<file path="config.mk">
export PLATFORM = sky130hd
export DESIGN_NAME = pipe_hazard_ctrl_flat
export DESIGN_NICKNAME = d
export VERILOG_FILES = /design/src/rtl/pipe_hazard_ctrl_if.sv /design/src/rtl/pipe_hazard_ctrl.sv /design/src/flat_wrapper.sv
export SDC_FILE = /design/constraint.sdc
export NUM_CORES = 1
export LEC_CHECK = 0
export CORE_AREA = 2 2 57 59
export DETAILED_ROUTE_END_ITERATION = 8
export DIE_AREA = 0 0 59 61
export PLACE_DENSITY = 0.77
export SLEW_MARGIN = 15
export SYNTH_ARGS = -nofsm -noshare
export SYNTH_HDL_FRONTEND = slang
export SYNTH_SLANG_ARGS = --single-unit
</file>
<file path="constraint.sdc">
create_clock -name clk -period 2.6 [get_ports clk]
set_input_delay 0.52 -clock clk [delete_from_list [all_inputs] [get_ports clk]]
set_output_delay 0.52 -clock clk [all_outputs]
set_load 0.01 [all_outputs]
</file>
<file path="src/rtl/pipe_hazard_ctrl_if.sv">
// Hazard-control bundle between the 5-stage MIPS datapath (master) and pipe_hazard_ctrl (slave).
// The perf_* counters exist only when PIPE_HAZARD_CTRL_PERF_EN is defined.
interface pipe_hazard_ctrl_if;
   logic [4:0]  id_rs;
   logic [4:0]  id_rt;
   logic [4:0]  ex_rs;
   logic [4:0]  ex_rt;
   logic        ex_mem_read;
   logic        exmem_reg_write;
   logic [4:0]  exmem_write_reg;
   logic        memwb_reg_write;
   logic [4:0]  memwb_write_reg;
   logic        branch_taken;
   logic        mem_access;
   logic        mem_ready;
   logic        pc_en;
   logic        ifid_en;
   logic        ifid_flush;
   logic        idex_flush;
   logic        pipe_en;
   logic [1:0]  fwd_a;
   logic [1:0]  fwd_b;
   logic        mem_err;
`ifdef PIPE_HAZARD_CTRL_PERF_EN
   logic [31:0] perf_load_stalls;
   logic [31:0] perf_flush_cycles;
   logic [31:0] perf_mem_wait;
`endif

   modport slave (
      input  id_rs, id_rt, ex_rs, ex_rt, ex_mem_read,
      input  exmem_reg_write, exmem_write_reg, memwb_reg_write, memwb_write_reg,
      input  branch_taken, mem_access, mem_ready,
      output pc_en, ifid_en, ifid_flush, idex_flush, pipe_en, fwd_a, fwd_b, mem_err
`ifdef PIPE_HAZARD_CTRL_PERF_EN
      , output perf_load_stalls, perf_flush_cycles, perf_mem_wait
`endif
   );

   modport master (
      output id_rs, id_rt, ex_rs, ex_rt, ex_mem_read,
      output exmem_reg_write, exmem_write_reg, memwb_reg_write, memwb_write_reg,
      output branch_taken, mem_access, mem_ready,
      input  pc_en, ifid_en, ifid_flush, idex_flush, pipe_en, fwd_a, fwd_b, mem_err
`ifdef PIPE_HAZARD_CTRL_PERF_EN
      , input perf_load_stalls, perf_flush_cycles, perf_mem_wait
`endif
   );
endinterface

</file>
<file path="src/rtl/pipe_hazard_ctrl.sv">
// Pipeline sequencer: stalls, branch squashes, memory waits with timeout, and EX forwarding.
// Optional performance counters are built when PIPE_HAZARD_CTRL_PERF_EN is defined.
module pipe_hazard_ctrl #(
   parameter int MEM_TIMEOUT  = 16,
   parameter int FLUSH_CYCLES = 1
) (
   input  logic              clk,
   input  logic              rst_n,
   pipe_hazard_ctrl_if.slave hz
);
   localparam int WW = $clog2(MEM_TIMEOUT + 1);
   localparam logic [WW-1:0] WAIT_MAX   = WW'(MEM_TIMEOUT);
   localparam logic [WW-1:0] WAIT_ONE   = WW'(1);
   localparam logic [2:0]    FLUSH_INIT = 3'(FLUSH_CYCLES - 1);

   typedef enum logic [1:0] {
      ST_INIT     = 2'd0,
      ST_RUN      = 2'd1,
      ST_FLUSH    = 2'd2,
      ST_MEM_WAIT = 2'd3
   } state_t;

   state_t        state_q, state_d;
   logic [WW-1:0] wait_q, wait_d, wait_inc_s;
   logic [2:0]    flush_q, flush_d;
   logic          mem_err_q, mem_err_d;
   logic          mem_stall_s, load_use_s;
   logic          pc_en_s, ifid_en_s, pipe_en_s, ifid_flush_s, idex_flush_s;

   function automatic logic [1:0] fwd_sel(input logic [4:0] src,
                                          input logic exw, input logic [4:0] exr,
                                          input logic mww, input logic [4:0] mwr);
      logic [1:0] sel;
      sel = 2'd0;
      if (exw && (exr != 5'd0) && (exr == src)) begin
         sel = 2'd2;
      end else if (mww && (mwr != 5'd0) && (mwr == src)) begin
         sel = 2'd1;
      end else begin
         sel = 2'd0;
      end
      return sel;
   endfunction

   assign mem_stall_s = hz.mem_access && !hz.mem_ready;
   assign load_use_s  = hz.ex_mem_read && (hz.ex_rt != 5'd0) &&
                        ((hz.ex_rt == hz.id_rs) || (hz.ex_rt == hz.id_rt));
   assign wait_inc_s  = (wait_q >= WAIT_MAX) ? wait_q : (wait_q + WAIT_ONE);

   always_ff @(posedge clk or negedge rst_n) begin
      if (!rst_n) begin
         state_q   <= ST_INIT;
         wait_q    <= '0;
         flush_q   <= 3'd0;
         mem_err_q <= 1'b0;
      end else begin
         state_q   <= state_d;
         wait_q    <= wait_d;
         flush_q   <= flush_d;
         mem_err_q <= mem_err_d;
      end
   end

   // Mealy next-state and pipeline controls; every path starts from a full freeze.
   always_comb begin
      state_d      = state_q;
      wait_d       = wait_q;
      flush_d      = flush_q;
      mem_err_d    = mem_err_q;
      pc_en_s      = 1'b0;
      ifid_en_s    = 1'b0;
      pipe_en_s    = 1'b0;
      ifid_flush_s = 1'b0;
      idex_flush_s = 1'b0;
      case (state_q)
         ST_INIT: begin
            ifid_flush_s = 1'b1;
            idex_flush_s = 1'b1;
            state_d      = ST_RUN;
         end
         ST_RUN: begin
            if (mem_stall_s) begin
               state_d = ST_MEM_WAIT;
               wait_d  = WAIT_ONE;
            end else if (hz.branch_taken) begin
               {pc_en_s, ifid_en_s, pipe_en_s}  = 3'b111;
               {ifid_flush_s, idex_flush_s}     = 2'b11;
               if (FLUSH_CYCLES > 1) begin
                  state_d = ST_FLUSH;
                  flush_d = FLUSH_INIT;
               end else begin
                  state_d = ST_RUN;
               end
            end else if (load_use_s) begin
               pipe_en_s    = 1'b1;
               idex_flush_s = 1'b1;
            end else begin
               {pc_en_s, ifid_en_s, pipe_en_s} = 3'b111;
            end
         end
         ST_FLUSH: begin
            if (mem_stall_s) begin
               state_d = ST_MEM_WAIT;
               wait_d  = WAIT_ONE;
            end else begin
               {pc_en_s, ifid_en_s, pipe_en_s} = 3'b111;
               {ifid_flush_s, idex_flush_s}    = 2'b11;
               if (flush_q <= 3'd1) begin
                  flush_d = 3'd0;
                  state_d = ST_RUN;
               end else begin
                  flush_d = flush_q - 3'd1;
               end
            end
         end
         ST_MEM_WAIT: begin
            if (hz.mem_ready) begin
               {pc_en_s, ifid_en_s, pipe_en_s} = 3'b111;
               wait_d  = '0;
               state_d = (flush_q != 3'd0) ? ST_FLUSH : ST_RUN;
            end else if (wait_inc_s >= WAIT_MAX) begin
               // Forced release: the squash still owed to an earlier branch is dropped.
               {pc_en_s, ifid_en_s, pipe_en_s} = 3'b111;
               mem_err_d = 1'b1;
               wait_d    = '0;
               flush_d   = 3'd0;
               state_d   = ST_RUN;
            end else begin
               wait_d = wait_inc_s;
            end
         end
         default: begin
            ifid_flush_s = 1'b1;
            idex_flush_s = 1'b1;
            state_d      = ST_INIT;
         end
      endcase
   end

   assign hz.pc_en      = pc_en_s;
   assign hz.ifid_en    = ifid_en_s;
   assign hz.pipe_en    = pipe_en_s;
   assign hz.ifid_flush = ifid_flush_s;
   assign hz.idex_flush = idex_flush_s;
   assign hz.mem_err    = mem_err_q;
   assign hz.fwd_a = fwd_sel(hz.ex_rs, hz.exmem_reg_write, hz.exmem_write_reg,
                             hz.memwb_reg_write, hz.memwb_write_reg);
   assign hz.fwd_b = fwd_sel(hz.ex_rt, hz.exmem_reg_write, hz.exmem_write_reg,
                             hz.memwb_reg_write, hz.memwb_write_reg);

`ifdef PIPE_HAZARD_CTRL_PERF_EN
   logic [31:0] perf_load_q, perf_flush_q, perf_mem_q;

   // Event counters wrap modulo 2^32; a load stall is the only state with pipe_en high and pc_en low.
   always_ff @(posedge clk or negedge rst_n) begin
      if (!rst_n) begin
         perf_load_q  <= 32'd0;
         perf_flush_q <= 32'd0;
         perf_mem_q   <= 32'd0;
      end else begin
         perf_load_q  <= perf_load_q + {31'd0, ((state_q == ST_RUN) && !pc_en_s && pipe_en_s)};
         perf_flush_q <= perf_flush_q + {31'd0, ((state_q != ST_INIT) && ifid_flush_s)};
         perf_mem_q   <= perf_mem_q + {31'd0, ((state_q != ST_INIT) && !pc_en_s && !pipe_en_s)};
      end
   end

   assign hz.perf_load_stalls  = perf_load_q;
   assign hz.perf_flush_cycles = perf_flush_q;
   assign hz.perf_mem_wait     = perf_mem_q;
`endif
endmodule

</file>
<file path="src/flat_wrapper.sv">
// flat-port wrapper written by rule: the top's interface ports become plain ports
module pipe_hazard_ctrl_flat 
#(
   parameter int MEM_TIMEOUT  = 16,
   parameter int FLUSH_CYCLES = 1
)
  (clk, rst_n, hz_id_rs, hz_id_rt, hz_ex_rs, hz_ex_rt, hz_ex_mem_read, hz_exmem_reg_write, hz_exmem_write_reg, hz_memwb_reg_write, hz_memwb_write_reg, hz_branch_taken, hz_mem_access, hz_mem_ready, hz_pc_en, hz_ifid_en, hz_ifid_flush, hz_idex_flush, hz_pipe_en, hz_fwd_a, hz_fwd_b, hz_mem_err);
  pipe_hazard_ctrl_if hz_i ();
  input  logic clk;
  input  logic rst_n;
  input wire logic [$bits(hz_i.id_rs)-1:0] hz_id_rs;
  input wire logic [$bits(hz_i.id_rt)-1:0] hz_id_rt;
  input wire logic [$bits(hz_i.ex_rs)-1:0] hz_ex_rs;
  input wire logic [$bits(hz_i.ex_rt)-1:0] hz_ex_rt;
  input wire logic [$bits(hz_i.ex_mem_read)-1:0] hz_ex_mem_read;
  input wire logic [$bits(hz_i.exmem_reg_write)-1:0] hz_exmem_reg_write;
  input wire logic [$bits(hz_i.exmem_write_reg)-1:0] hz_exmem_write_reg;
  input wire logic [$bits(hz_i.memwb_reg_write)-1:0] hz_memwb_reg_write;
  input wire logic [$bits(hz_i.memwb_write_reg)-1:0] hz_memwb_write_reg;
  input wire logic [$bits(hz_i.branch_taken)-1:0] hz_branch_taken;
  input wire logic [$bits(hz_i.mem_access)-1:0] hz_mem_access;
  input wire logic [$bits(hz_i.mem_ready)-1:0] hz_mem_ready;
  output wire logic [$bits(hz_i.pc_en)-1:0] hz_pc_en;
  output wire logic [$bits(hz_i.ifid_en)-1:0] hz_ifid_en;
  output wire logic [$bits(hz_i.ifid_flush)-1:0] hz_ifid_flush;
  output wire logic [$bits(hz_i.idex_flush)-1:0] hz_idex_flush;
  output wire logic [$bits(hz_i.pipe_en)-1:0] hz_pipe_en;
  output wire logic [$bits(hz_i.fwd_a)-1:0] hz_fwd_a;
  output wire logic [$bits(hz_i.fwd_b)-1:0] hz_fwd_b;
  output wire logic [$bits(hz_i.mem_err)-1:0] hz_mem_err;
  assign hz_i.id_rs = hz_id_rs;
  assign hz_i.id_rt = hz_id_rt;
  assign hz_i.ex_rs = hz_ex_rs;
  assign hz_i.ex_rt = hz_ex_rt;
  assign hz_i.ex_mem_read = hz_ex_mem_read;
  assign hz_i.exmem_reg_write = hz_exmem_reg_write;
  assign hz_i.exmem_write_reg = hz_exmem_write_reg;
  assign hz_i.memwb_reg_write = hz_memwb_reg_write;
  assign hz_i.memwb_write_reg = hz_memwb_write_reg;
  assign hz_i.branch_taken = hz_branch_taken;
  assign hz_i.mem_access = hz_mem_access;
  assign hz_i.mem_ready = hz_mem_ready;
  assign hz_pc_en = hz_i.pc_en;
  assign hz_ifid_en = hz_i.ifid_en;
  assign hz_ifid_flush = hz_i.ifid_flush;
  assign hz_idex_flush = hz_i.idex_flush;
  assign hz_pipe_en = hz_i.pipe_en;
  assign hz_fwd_a = hz_i.fwd_a;
  assign hz_fwd_b = hz_i.fwd_b;
  assign hz_mem_err = hz_i.mem_err;
  pipe_hazard_ctrl #(.MEM_TIMEOUT(MEM_TIMEOUT), .FLUSH_CYCLES(FLUSH_CYCLES)) u_core (.clk(clk), .rst_n(rst_n), .hz(hz_i));
endmodule
</file>
==> out/qor.txt <==
maximum cell stage delay along the critical path - 0.41 ns
master of the slowest instance on the critical path - clkdlybuf4s50_1
routed via count - 1,385
Final Hold Vio Count - 0
worst setup margin - 0.03211 ns
setup TNS - 0 ns
power after layout - 0.9819 mW
count of endpoints failing setup in the final report - 0
Post-DRT Antenna Nets - 0
portion of the post-synthesis area used by sequential elements - 0.2218
area of the die - 3599 um2
half-perimeter wire length after placement - 2949 um
Power Internal - 0.5673 mW
fraction of synthesized cell area taken by the top area cell type - 0.2218
switching power of the nets - 0.4146 mW
Yosys warning total - 0
number of rows in the core area - 20
number of instances in the synthesized netlist - 149
main flop type after synthesis - dfrtp_1
Max Fclk - 389.4 MHz
clk buf depth - 2
required time at the worst-slack endpoint - 2.08 ns
Clock Root Buffer - clkbuf_4
maximum number of pins on one net before global-route repair - 12
filler cell count - 225
Hold Crit Start - u_core.hz.mem_err
wire length of the first global-routing pass - 5713 um
number of levels the H-tree was split into - 1
pre-CTS setup slack - -0.5571 ns
RR Startpoint - u_core.state_q[1]
time the final worst path needs with I/O delays and setup - 2.568 ns
CP Class - input port to output pin
port bufs - 47
EDFF count, synth - 0
Layout Area Growth over Synthesis - 61.39%
number of global-route vias before repair - 1,402
top cells by area, synth - dfrtp_1, xor2_1, ha_1
Worst path top cell family by delay - buffers and inverters
RD Place Congestion - 0.8389
met1 GRT Util - 0.2155
drt initial violations - 52
Leakage Power - 0.9561 nW
Cell variety after synth - 41
synthesized area per cell - 8.330 um2
busiest grt layer - met2
number of placed instances, taps included - 251
Yosys top cell by area - dfrtp_1
Worst Tran Pin Value - 0.4956 ns
endpoint kind of the worst setup timing path - output pin
final slew viol count - 0
Remaining DRCs - 0
total CTS buffers - 3
Peak VDD IR - 0.0002549 V
met3 layer usage reported by global route - 0.05330
post-detailed-routing wire length - 3726 um
global-route usage over all layers - 0.2069
final standard cell area without fillers - 2003 um2
ys async rst share - 1.000
Crit path buffers/inverters - 3
critical path, cell by cell - clkdlybuf4s50_1, xor2_1, nor3_1, a22oi_1, nor4b_2, nor3_1, buf_4, buf_2
final design utilization - 0.6784
number of non-filler instances in the completed layout - 258
Starting Density - 0.4203
share of final-layout standard cells stronger than drive strength 1 - 0.2356
Placed Instance Area - 1934 um2
Register-to-Register Path Depth - 7
sequential group share of total power - 0.233
hold slack final - 0.4704 ns
clock net sink count - 11
launch point of the worst path - hz_id_rt[0]
outcome - finished, final reports clean
Final period util - 0.9877
Reg clk slew, reported paths - 0.07 ns
cell area after synthesis - 1241 um2
total congestion overflow - 0
Die H - 61 um
number of antenna violations at the first check in global routing - 0
Pre-antenna DRT Iters - 4
part of the total power dissipated in combinational logic - 0.642
critical path launch point type - input port
Max-slew headroom - 0.6686
count of nets after finishing - 273
clk_skew - 0.003207 ns
num ports - 48
fraction of power spent switching nets - 0.4222
Crit path depth - 8
number of flip-flops and latches in the synthesized netlist - 11
Maximum Capacitance Violations - 0
cell depth of the worst hold path - 2
path type of the worst min-delay path - flip-flop to flip-flop
via/cell ratio - 5.368
width of the die - 59 um
diodes inserted - 0
dominant cell type by count on the critical path - nor3_1
Clock Latency Late Sink - 0.28 ns
met2 Usage GRT - 0.3873
unrepaired setup endpoints after global routing - true
WL/cell - 14.44 um
crit path max fanout - 2
Core Box Area - 2953 um2
data arrival time at the worst-slack endpoint - 2.05 ns
clock network power share - 0.125
clock tree from TritonCTS - built
number of nets produced by synthesis - 196
power density over cell area - 490.2 nW/um2
[worst register-to-register path, cell delays in order (launching register included)]
cell     delay (ns)
dfrtp_1        0.40
ha_1           0.19
buf_4          0.17
inv_1          0.10
or3_4          0.39
a31oi_2        0.25
a21oi_1        0.12
mux2_2         0.29
[metal layers]
layer	vias to the layer above	routed length (um)
met5	-	0
met4	0	85
met3	11	316
met2	64	1867
met1	643	1457
li1	667	-
[sequential cells by signal, indices dropped and copies added, names as in the netlist]
| register | flops |
|---|---|
| u_core.wait_q | 5 |
| u_core.flush_q | 3 |
| u_core.state_q | 2 |
| u_core.hz.mem_err | 1 |
[placed cells by master (no fill, tap or decap), drive strengths merged, types with 3 or more instances in the layout]
| master | Yosys | routed |
|---|---|---|
| clkbuf | 2 | 4 |
| nand2 | 7 | 7 |
| clkdlybuf4s15 | 0 | 3 |
| dlymetal6s2s | 0 | 3 |
| or4 | 5 | 5 |
| buf | 5 | 37 |
| nor3 | 3 | 3 |
| xor2 | 24 | 24 |
| ha | 9 | 9 |
| nor2 | 15 | 15 |
| xnor2 | 6 | 6 |
| a21oi | 7 | 7 |
| dlygate4sd2 | 0 | 15 |
| inv | 10 | 10 |
| nand3 | 3 | 3 |
| nor4 | 4 | 4 |
| o21ai | 12 | 12 |
| clkdlybuf4s50 | 0 | 21 |
| dfrtp | 11 | 11 |
[area by class of cell]
type | count | area, um2 | share of cell area
Clock buffer | 4 | 26.28 | 0.01312
Inverter | 10 | 37.54 | 0.01874
Multi-Input combinational cell | 121 | 933.4 | 0.4660
Sequential cell | 11 | 275.3 | 0.1374
Tap cell | 33 | 41.29 | 0.02061
Timing Repair Buffer | 79 | 689.4 | 0.3442
[cells in the mapped netlist (2+ instances only)]
cell type and instances:
o31ai_1 2, nand2_1 7, nor2_1 15, a21oi_1 7, dfrtp_1 11, o21ai_0 9
ha_1 9, inv_1 10, nor3_1 3, xnor2_1 6, a21o_1 2, nor2b_1 2
o21ai_1 2, nor4_2 4, nand3_1 3, buf_2 4, or4_1 5, xor2_1 24
nand2b_1 2
[path summary, 6_finish.rpt]
| check | end | slack, ns |
|---|---|---|
| setup / recovery | hz_pc_en | 0.03 |
| hold / removal | u_core.hz.mem_err | 0.47 |
| setup reg to reg | u_core.state_q[1] | 0.59 |
| hold reg to reg | u_core.hz.mem_err | 0.47 |
| max in group asynchronous | u_core.wait_q[3] | 1.70 |
| min in group asynchronous | u_core.flush_q[0] | 0.57 |
[kinds of logic (layout without fill, tap and decap cells)]
kind of cell | after synthesis | after routing | share of synthesized area
adders and majority gates | 9 | 9 | 0.09073
and+or+nand+nor | 45 | 45 | 0.2097
DFF | 11 | 11 | 0.2218
muxes | 2 | 2 | 0.01714
xor gates and xnor gates | 30 | 30 | 0.2117
AOI/OAI and AO/OA | 35 | 35 | 0.1895
buffers and inverters | 17 | 93 | 0.05948
[power by group through the flow]
| stage | Combinational (mW) | Clock, mW | Sequential (mW) |
|---|---|---|---|
| floorplan | 0.359 | 0 | 0.230 |
| global placement | 0.635 | 0 | 0.229 |
| detailed placement | 0.652 | 0 | 0.233 |
| CTS | 0.625 | 0.121 | 0.230 |
| global route | 0.693 | 0.131 | 0.235 |
| finish | 0.630 | 0.123 | 0.229 |
[what timing repair did]
item | in CTS | in global routing
cloned | 0 | 0
hold buffers | 0 | 0
setup endpoints to repair | 9 | 6
pin swaps | 12 | 7
gates resized for setup | 45 | 10
setup buffers | 2 | 1
Power figures use the tool's default switching activity.
